## src/rtl/snake_controller_if.sv

```systemverilog
// Game-side signal bundle between the snake sequencer and its surroundings
// (input stimulus from buttons/timer, cell indices and status to the LED driver).
interface snake_controller_if;
  logic       start;
  logic       tick;
  logic       btn_up;
  logic       btn_down;
  logic       btn_left;
  logic       btn_right;
  logic [3:0] position;
  logic [3:0] apple;
  logic [3:0] score;
  logic       playing;
  logic       game_over;
  logic       win;

  modport master (
    output start, tick, btn_up, btn_down, btn_left, btn_right,
    input  position, apple, score, playing, game_over, win
  );

  modport slave (
    input  start, tick, btn_up, btn_down, btn_left, btn_right,
    output position, apple, score, playing, game_over, win
  );
endinterface

```

## src/rtl/snake_controller.sv

```systemverilog
// Snake game sequencer for the 4x4 play field: moves the head on tick, detects walls and apples.
// States: IDLE wait start | PLAY move on tick | CHECK apple test | NEW_APPLE respawn | GAME_OVER/WIN hold
module snake_controller #(
  parameter int         MAX_SCORE   = 15,
  parameter logic [3:0] START_POS   = 4'd0,
  parameter logic [3:0] START_APPLE = 4'd15
) (
  input  logic               i_clock,
  input  logic               i_reset,
  snake_controller_if.slave  io_game
);

  typedef enum logic [2:0] {
    S_IDLE, S_PLAY, S_CHECK, S_NEW_APPLE, S_GAME_OVER, S_WIN
  } state_t;

  typedef enum logic [1:0] {
    DIR_UP, DIR_DOWN, DIR_LEFT, DIR_RIGHT
  } dir_t;

  localparam logic [3:0] LP_MAX = 4'(MAX_SCORE);

  state_t     r_state;
  dir_t       r_dir;
  logic [3:0] r_position;
  logic [3:0] r_apple;
  logic [3:0] r_score;
  logic [3:0] r_fc;

  state_t     w_state_nxt;
  dir_t       w_dir_nxt;
  dir_t       w_btn_dir;
  logic [3:0] w_position_nxt;
  logic [3:0] w_apple_nxt;
  logic [3:0] w_score_nxt;
  logic [3:0] w_score_inc;
  logic [3:0] w_target;
  logic [1:0] w_row;
  logic [1:0] w_col;
  logic       w_wall;
  logic       w_btn_any;
  logic       w_dir_open;

  assign w_row       = r_position[3:2];
  assign w_col       = r_position[1:0];
  assign w_score_inc = r_score + 4'd1;
  assign w_btn_any   = io_game.btn_up | io_game.btn_down | io_game.btn_left | io_game.btn_right;

  always_ff @(posedge i_clock or posedge i_reset) begin
    if (i_reset) begin
      r_state    <= S_IDLE;
      r_dir      <= DIR_RIGHT;
      r_position <= START_POS;
      r_apple    <= START_APPLE;
      r_score    <= 4'd0;
      r_fc       <= 4'd0;
    end else begin
      r_state    <= w_state_nxt;
      r_dir      <= w_dir_nxt;
      r_position <= w_position_nxt;
      r_apple    <= w_apple_nxt;
      r_score    <= w_score_nxt;
      r_fc       <= r_fc + 4'd1;
    end
  end

  // Target cell and wall test from the direction registered before the tick.
  always_comb begin
    w_wall   = 1'b0;
    w_target = r_position;
    case (r_dir)
      DIR_UP: begin
        w_wall   = (w_row == 2'd0);
        w_target = {w_row - 2'd1, w_col};
      end
      DIR_DOWN: begin
        w_wall   = (w_row == 2'd3);
        w_target = {w_row + 2'd1, w_col};
      end
      DIR_LEFT: begin
        w_wall   = (w_col == 2'd0);
        w_target = {w_row, w_col - 2'd1};
      end
      default: begin
        w_wall   = (w_col == 2'd3);
        w_target = {w_row, w_col + 2'd1};
      end
    endcase
  end

  always_comb begin
    w_btn_dir = DIR_RIGHT;
    if (io_game.btn_up)        w_btn_dir = DIR_UP;
    else if (io_game.btn_down) w_btn_dir = DIR_DOWN;
    else if (io_game.btn_left) w_btn_dir = DIR_LEFT;
  end

  assign w_dir_open = (r_state == S_IDLE) || (r_state == S_PLAY) ||
                      (r_state == S_CHECK) || (r_state == S_NEW_APPLE);

  always_comb begin
    w_state_nxt    = r_state;
    w_dir_nxt      = r_dir;
    w_position_nxt = r_position;
    w_apple_nxt    = r_apple;
    w_score_nxt    = r_score;

    if (w_dir_open && w_btn_any) w_dir_nxt = w_btn_dir;

    case (r_state)
      S_IDLE: begin
        if (io_game.start) w_state_nxt = S_PLAY;
      end
      S_PLAY: begin
        if (io_game.tick) begin
          if (w_wall) begin
            w_state_nxt = S_GAME_OVER;
          end else begin
            w_position_nxt = w_target;
            w_state_nxt    = S_CHECK;
          end
        end
      end
      S_CHECK: begin
        if (r_position == r_apple) begin
          w_score_nxt = w_score_inc;
          w_state_nxt = (w_score_inc == LP_MAX) ? S_WIN : S_NEW_APPLE;
        end else begin
          w_state_nxt = S_PLAY;
        end
      end
      S_NEW_APPLE: begin
        w_apple_nxt = (r_fc != r_position) ? r_fc : r_fc + 4'd1;
        w_state_nxt = S_PLAY;
      end
      S_GAME_OVER, S_WIN: begin
        if (io_game.start) begin
          w_position_nxt = START_POS;
          w_apple_nxt    = START_APPLE;
          w_score_nxt    = 4'd0;
          w_dir_nxt      = DIR_RIGHT;
          w_state_nxt    = S_PLAY;
        end
      end
      default: w_state_nxt = S_IDLE;
    endcase
  end

  assign io_game.position  = r_position;
  assign io_game.apple     = r_apple;
  assign io_game.score     = r_score;
  assign io_game.playing   = (r_state == S_PLAY) || (r_state == S_CHECK) || (r_state == S_NEW_APPLE);
  assign io_game.game_over = (r_state == S_GAME_OVER);
  assign io_game.win       = (r_state == S_WIN);

endmodule
```

## src/flat_wrapper.sv

```systemverilog
// flat-port wrapper written by rule: the top's interface ports become plain ports
module snake_controller_flat 
#(
  parameter int         MAX_SCORE   = 15,
  parameter logic [3:0] START_POS   = 4'd0,
  parameter logic [3:0] START_APPLE = 4'd15
)
  (i_clock, i_reset, io_game_start, io_game_tick, io_game_btn_up, io_game_btn_down, io_game_btn_left, io_game_btn_right, io_game_position, io_game_apple, io_game_score, io_game_playing, io_game_game_over, io_game_win);
  snake_controller_if io_game_i ();
  input  logic i_clock;
  input  logic i_reset;
  input wire logic [$bits(io_game_i.start)-1:0] io_game_start;
  input wire logic [$bits(io_game_i.tick)-1:0] io_game_tick;
  input wire logic [$bits(io_game_i.btn_up)-1:0] io_game_btn_up;
  input wire logic [$bits(io_game_i.btn_down)-1:0] io_game_btn_down;
  input wire logic [$bits(io_game_i.btn_left)-1:0] io_game_btn_left;
  input wire logic [$bits(io_game_i.btn_right)-1:0] io_game_btn_right;
  output wire logic [$bits(io_game_i.position)-1:0] io_game_position;
  output wire logic [$bits(io_game_i.apple)-1:0] io_game_apple;
  output wire logic [$bits(io_game_i.score)-1:0] io_game_score;
  output wire logic [$bits(io_game_i.playing)-1:0] io_game_playing;
  output wire logic [$bits(io_game_i.game_over)-1:0] io_game_game_over;
  output wire logic [$bits(io_game_i.win)-1:0] io_game_win;
  assign io_game_i.start = io_game_start;
  assign io_game_i.tick = io_game_tick;
  assign io_game_i.btn_up = io_game_btn_up;
  assign io_game_i.btn_down = io_game_btn_down;
  assign io_game_i.btn_left = io_game_btn_left;
  assign io_game_i.btn_right = io_game_btn_right;
  assign io_game_position = io_game_i.position;
  assign io_game_apple = io_game_i.apple;
  assign io_game_score = io_game_i.score;
  assign io_game_playing = io_game_i.playing;
  assign io_game_game_over = io_game_i.game_over;
  assign io_game_win = io_game_i.win;
  snake_controller #(.MAX_SCORE(MAX_SCORE), .START_POS(START_POS), .START_APPLE(START_APPLE)) u_core (.i_clock(i_clock), .i_reset(i_reset), .io_game(io_game_i));
endmodule
```

## config.mk

```make
export PLATFORM = sky130hd
export DESIGN_NAME = snake_controller_flat
export DESIGN_NICKNAME = d
export VERILOG_FILES = /design/src/rtl/snake_controller_if.sv /design/src/rtl/snake_controller.sv /design/src/flat_wrapper.sv
export SDC_FILE = /design/constraint.sdc
export NUM_CORES = 1
export LEC_CHECK = 0
export BUFFER_PORTS_ARGS = -buffer_cell sky130_fd_sc_hd__buf_2
export CORE_MARGIN = 8
export CORE_UTILIZATION = 50
export DETAILED_ROUTE_END_ITERATION = 8
export GPL_TIMING_DRIVEN = 0
export PLACE_DENSITY_LB_ADDON = 0.2
export SLEW_MARGIN = 0
export SYNTH_ARGS = -nofsm -noshare
export SYNTH_HDL_FRONTEND = slang
export SYNTH_SLANG_ARGS = --single-unit
```

## constraint.sdc

```tcl
create_clock -name i_clock -period 2.72 [get_ports i_clock]
set_clock_uncertainty 0.2 [all_clocks]
set_input_delay 0.136 -clock i_clock [delete_from_list [all_inputs] [get_ports i_clock]]
set_output_delay 0.136 -clock i_clock [all_outputs]
set_load 0.005 [all_outputs]
```

Word level (Yosys, flattened, before mapping)
Index checks and enable logic that the tools add are counted.
{ "totals": {"reg_bits": 21} }
{ "op_classes": {"add_sub_neg": 6, "n_eq_ne": 21, "mux": 23, "n_bitwise": 3, "n_reduce_logical": 20} }
{ "op_table": {"columns": ["operator", "n"], "rows": [
  ["two-way mux 4 bit", 6],
  ["one-hot mux 4 bit (2 select lines)", 3],
  ["two-way mux 3 bit", 5],
  ["!= test 2 bit, second input constant", 7],
  ["one-hot mux 3 bit (4 select lines)", 1],
  ["one-hot mux 4 bit (3 select lines)", 1],
  ["AND reduction 6 bit", 2],
  ["two-way mux 2 bit", 5],
  ["adder 4 x 1 -> 4 bit, second input constant", 2],
  ["equality test 2 bit, second input constant", 3],
  ["equality test 3 x 2 -> 1 bit, second input constant", 2],
  ["equality test 3 bit, second input constant", 2],
  ["zero test 2 bit", 3],
  ["nonzero test 2 bit", 3],
  ["logical OR 1 bit", 5],
  ["adder 2 x 1 -> 2 bit, second input constant", 2],
  ["equality test 4 bit", 1],
  ["equality test 4 bit, second input constant", 1],
  ["!= test 4 bit", 1],
  ["AND reduction 2 bit", 2],
  ["subtractor 2 x 1 -> 2 bit, second input constant", 2],
  ["equality test 3 x 1 -> 1 bit, second input constant", 1],
  ["zero test 3 bit", 1],
  ["!= test 3 bit, second input constant", 1],
  ["other kinds (9)", 11]
]} }

Logic depth before layout (Yosys ltp)
{ "logic_depth": {"word_depth": 8, "mapped_depth": 6, "ltp_nobuf": 6} }

Least setup slack after synthesis
Ideal clock, no wire load.
{ "synth_timing": {"path_kind": "register to register", "from": "register u_core.r_apple[1] (netlist: u_core.io_game.apple[1])", "to": "register u_core.r_score[3] (netlist: u_core.io_game.score[3])", "setup_ns": 0.126, "arrival_time_ns": 1.583, "required_time_ns": 2.394, "path_slack_ns": 0.811, "path_stages_with_launch": 6, "n_path_buf": 0, "synth_period_minus_slack_ns": 1.909, "path_cell_list": "dfstp_2 > xnor2_1 > nand3_2 > nor4_4 > a21oi_2 > a221o_1"} }
{ "synth_between": {"elab_chain_cells": 3} }
{ "synth_rtl": {"columns": ["element", "line_no", "source"], "rows": [
  ["start, declared", "snake_controller.sv:26", "logic [3:0] r_apple;"],
  ["start signal, assigned", "snake_controller.sv:61", "r_apple <= w_apple_nxt;"],
  ["equality test 4 bit", "snake_controller.sv:125", "if (r_position == r_apple) begin"],
  ["!= test 2 bit (no source line)", null, null],
  ["AND reduction 3 bit (no source line)", null, null],
  ["end signal, assigned", "snake_controller.sv:62", "r_score <= w_score_nxt;"],
  ["end, declared", "snake_controller.sv:27", "logic [3:0] r_score;"]
]} }
Every way passes these cells.
A chain may end at the register's enable or synchronous reset.

Final worst setup path
{ "layout_timing": {"from": "register u_core.r_state[1]", "to": "register u_core.r_position[1] (netlist: u_core.io_game.position[1])"} }
{ "layout_between": {"elab_chain_cells": 4} }
{ "layout_rtl": {"columns": ["element", "line_no", "source"], "rows": [
  ["start, declared", "snake_controller.sv:23", "state_t r_state;"],
  ["start signal, assigned", "snake_controller.sv:58", "r_state <= w_state_nxt;"],
  ["equality test 3 bit", "snake_controller.sv:110", "case (r_state)"],
  ["OR reduction 2 bit", "snake_controller.sv:110", null],
  ["!= test 2 bit (no source line) / nonzero test 2 bit (equally long branches)", null, null],
  ["AND reduction 6 bit (no source line)", null, null],
  ["end signal, assigned", "snake_controller.sv:60", "r_position <= w_position_nxt;"],
  ["end, declared", "snake_controller.sv:25", "logic [3:0] r_position;"]
]} }
Parallel ways exist; a longest one is shown, timed or not.

==> results summary <==
The flow ran to the end, and the final reports show no timing, DRC or antenna violations. The wire length reported by the detailed router came out at 2910 um. The detailed router placed 1129 vias in this run.

The number of global-route vias before repair was 1120. The share of synthesized area in the top cell type comes to 0.273. The top achievable clock speed came out at 0.473 GHz. The number of I/O port buffers came out at 22.

The largest net degree at the start of global routing came out at 22. The filler cell count in the final layout is 236. The max-slew violation count is 0. STA classifies the critical path startpoint as a flop. The static leakage power is 0.000745 uW. The max-slew headroom at the worst pin came out at 0.450.

In the layout the commonest cells are 22 x sky130_fd_sc_hd__buf_2, 15 x sky130_fd_sc_hd__dfrtp_1, 12 x sky130_fd_sc_hd__nand2_1. The floorplan step set the die width to 68.4 um. For this configuration, the core starts out at a cell density of 0.511. The vertical die dimension came out at 68.4 um. The worst hold path was traced through 5 stages. The hold violation count in the final report is 0. VDD sags by at most 0.624 mV. The area of the core region is 2690 um2. In this run the most critical hold path is launched from io_game_btn_right. The number of cells upsized or downsized after cts came out at 0. The first global-routing pass estimated 4820 um of wire. The cell row count came out at 19. The worst reg2reg path depth is 6. The startpoint of the worst-slack reg-to-reg timing path is u_core.r_state[1]. The distinct cell type count of the synthesized netlist came out at 47. The measured slew at the worst slew-check pin came out at 0.823 ns.

The count of flip-flops with a built-in enable after synthesis came out at 0. The antenna diode instance count is 0. Clock tree synthesis selected as its root buffer the cell sky130_fd_sc_hd__clkbuf_4. The global routing usage summed across all routing layers came out at 0.133. The critical path in this run is classified as flop to flop. Setup repair after global routing left no endpoint under its margin. Tracing the worst setup path back leads to its startpoint at u_core.r_state[1].

The routed wire length per instance came out at 14.4 um. The count of nets left with antenna violations after detail routing is 0. STA puts the critical path data arrival time at 2.16 ns. The total I/O pin count came out at 23. The number of antenna violations at the first check in global routing is 0. The cell area after synthesis is 1370 um2. In the post-synthesis netlist, the biggest area contributors are sky130_fd_sc_hd__dfrtp_1 27%, sky130_fd_sc_hd__dfstp_2 11%, sky130_fd_sc_hd__xor2_1 4.5%. The sequential element share of the synthesized area came out at 0.388. The tool flagged a number of max-cap violations equal to 0. The most common flop cell mapped by yosys is sky130_fd_sc_hd__dfrtp_1. The largest driver fanout on the critical path came out at 9. The clock reaches the later pin of the worst-skew pair after 0.31 ns. TritonCTS built the clock tree. The residual DRC count is 0. The worst setup path is captured at a flop. The net count reported at finish is 183.

The detailed-placement wirelength estimate is 2090 um. The number of clock buffers added by TritonCTS is 3. The longest clock path from root to sink contains 2 buffers. Compared with the post-synthesis result, the final layout area differs by 17.1%. The flip-flop and latch count after synthesis is 21. In the synthesized netlist, the number of instances is 139.

The post-route fraction of the period consumed by the critical path came out at 0.778. Once layout is complete, the utilization of the core stands at 0.599. The number of nets handed over by synthesis was 150.

A synthesized cell averages 9.88 um2. The global placement routability congestion is 0.827. The count of yosys warnings during synthesis is 0.

The path with the worst hold slack has its endpoint at u_core.r_dir[0]. Dividing the detail-routed via count by the number of cells gives 5.59. In this run the critical register-to-register path is captured at u_core.io_game.position[1]. Of the cells placed in the final design, the portion with a size suffix greater than 1 is 0.275.

STA puts the critical path data required time at 2.76 ns. The floorplan die area is 4680 um2. The TritonCTS sink count came out at 21. The clock period minus worst slack came out at 2.12 ns.

After global routing the overflow that remains totals 0. The share of synthesized registers carrying an async set or reset came out at 1.00. The min-delay analysis places its worst path in the category primary input to flop.

The largest total area in the synthesized netlist belongs to sky130_fd_sc_hd__dfrtp_1. The power density of the placed cells is 831 nW/um2. The H-tree depth reported by CTS is 1. The register clock-pin slew on the reported worst setup and hold paths came out at 0.12 ns.

The most common library cell in the layout ignoring fill and taps is sky130_fd_sc_hd__buf_2. The iteration count of the initial detailed-routing pass is 4. Setup violations remaining at the end of the flow were counted as 0. The number of design-rule violations left by the first detailed-router iteration came out at 49. The setup TNS after final layout came out at 0 ns. The register-to-register path setup slack is 0.60 ns.
[power by group]
part	internal (uW)	switching (uW)	total (uW)
Sequential	416	75.5	492
Clock	57.3	99.2	157
Combinational	329	360	689
[worst max path at each step]
stage,slack (ns),endpoint,cells past startpoint
floorplan,0.81,u_core.io_game.score[3],5
global placement,0.69,u_core.io_game.score[3],5
detailed placement,0.66,u_core.io_game.score[3],6
CTS,0.64,u_core.io_game.score[3],5
global route,0.47,u_core.io_game.position[3],6
finish,0.60,u_core.io_game.position[1],6
[kinds of logic after synthesis]
| family | Yosys count | share of synthesized area |
|---|---|---|
| simple gates | 47 | 0.206 |
| compound gates | 34 | 0.172 |
| flops | 21 | 0.388 |
| xor+xnor | 15 | 0.107 |
| buf+inv | 14 | 0.0528 |
| mux | 5 | 0.0474 |
| fa+ha+maj | 3 | 0.0273 |
[flip-flops by register name, summed over array words and instances, names as in the netlist]
signal / flops
u_core.r_state: 3
u_core.io_game.position: 4
u_core.r_dir: 2
u_core.io_game.score: 4
u_core.io_game.apple: 4
u_core.r_fc: 4
[Yosys cell counts, types with 4 or more instances]
cell                       number
sky130_fd_sc_hd__o21ai_0        5
sky130_fd_sc_hd__nor2_1        11
sky130_fd_sc_hd__nand2b_1       4
sky130_fd_sc_hd__nand2_1       12
sky130_fd_sc_hd__inv_1          6
sky130_fd_sc_hd__o22a_1         4
sky130_fd_sc_hd__xor2_1         7
sky130_fd_sc_hd__o22ai_1        4
sky130_fd_sc_hd__a21oi_1        5
sky130_fd_sc_hd__dfstp_2        6
sky130_fd_sc_hd__xnor2_1        6
sky130_fd_sc_hd__clkbuf_1       4
sky130_fd_sc_hd__dfrtp_1       15
[metrics by stage]
stage | total power, uW | instances | setup WS, ns | hold WS, ns | instance area, um2
2_1_floorplan | 1010 | 139 | 0.811 | -0.0919 | 1370
3_3_place_gp | 1160 | 192 | 0.695 | 0.123 | 1520
3_5_place_dp | 1170 | 192 | 0.659 | 0.133 | 1520
4_1_cts | 1340 | 202 | 0.637 | 0.00435 | 1610
5_1_grt | 1440 | 202 | 0.465 | 0.0496 | 1610
6_report | 1340 | 202 | 0.605 | 0.0148 | 1610
[metal layers]
layer / global-route usage / part of all wire
met5: 0 / 0
met4: 0.0588 / 0.015
met3: 0.0245 / 0.036
met2: 0.225 / 0.50
met1: 0.160 / 0.45
[cell type report]
type	count	area, um2	area share
Buffer	8	50.0	0.0311
Clock buffer	4	26.3	0.0163
Inverter	6	22.5	0.0140
Multi-Input combinational cell	104	768	0.477
Sequential cell	21	533	0.331
Tap cell	31	38.8	0.0241
Timing Repair Buffer	28	170	0.106
[critical path, cell delays in order, from the launching register on]
cell	delay (ns)
sky130_fd_sc_hd__dfrtp_1	0.38
sky130_fd_sc_hd__clkbuf_1	0.20
sky130_fd_sc_hd__nor3b_1	0.50
sky130_fd_sc_hd__nand2_1	0.17
sky130_fd_sc_hd__nand4bb_1	0.25
sky130_fd_sc_hd__o21ba_2	0.21
sky130_fd_sc_hd__a31oi_1	0.13
[what timing repair did]
item,in CTS,in global routing
hold buffers,6,0
endpoints found under the setup margin,0,0
buffers inserted,0,0
endpoints found under the hold margin,20,0
(Power assumes the default switching activity.)
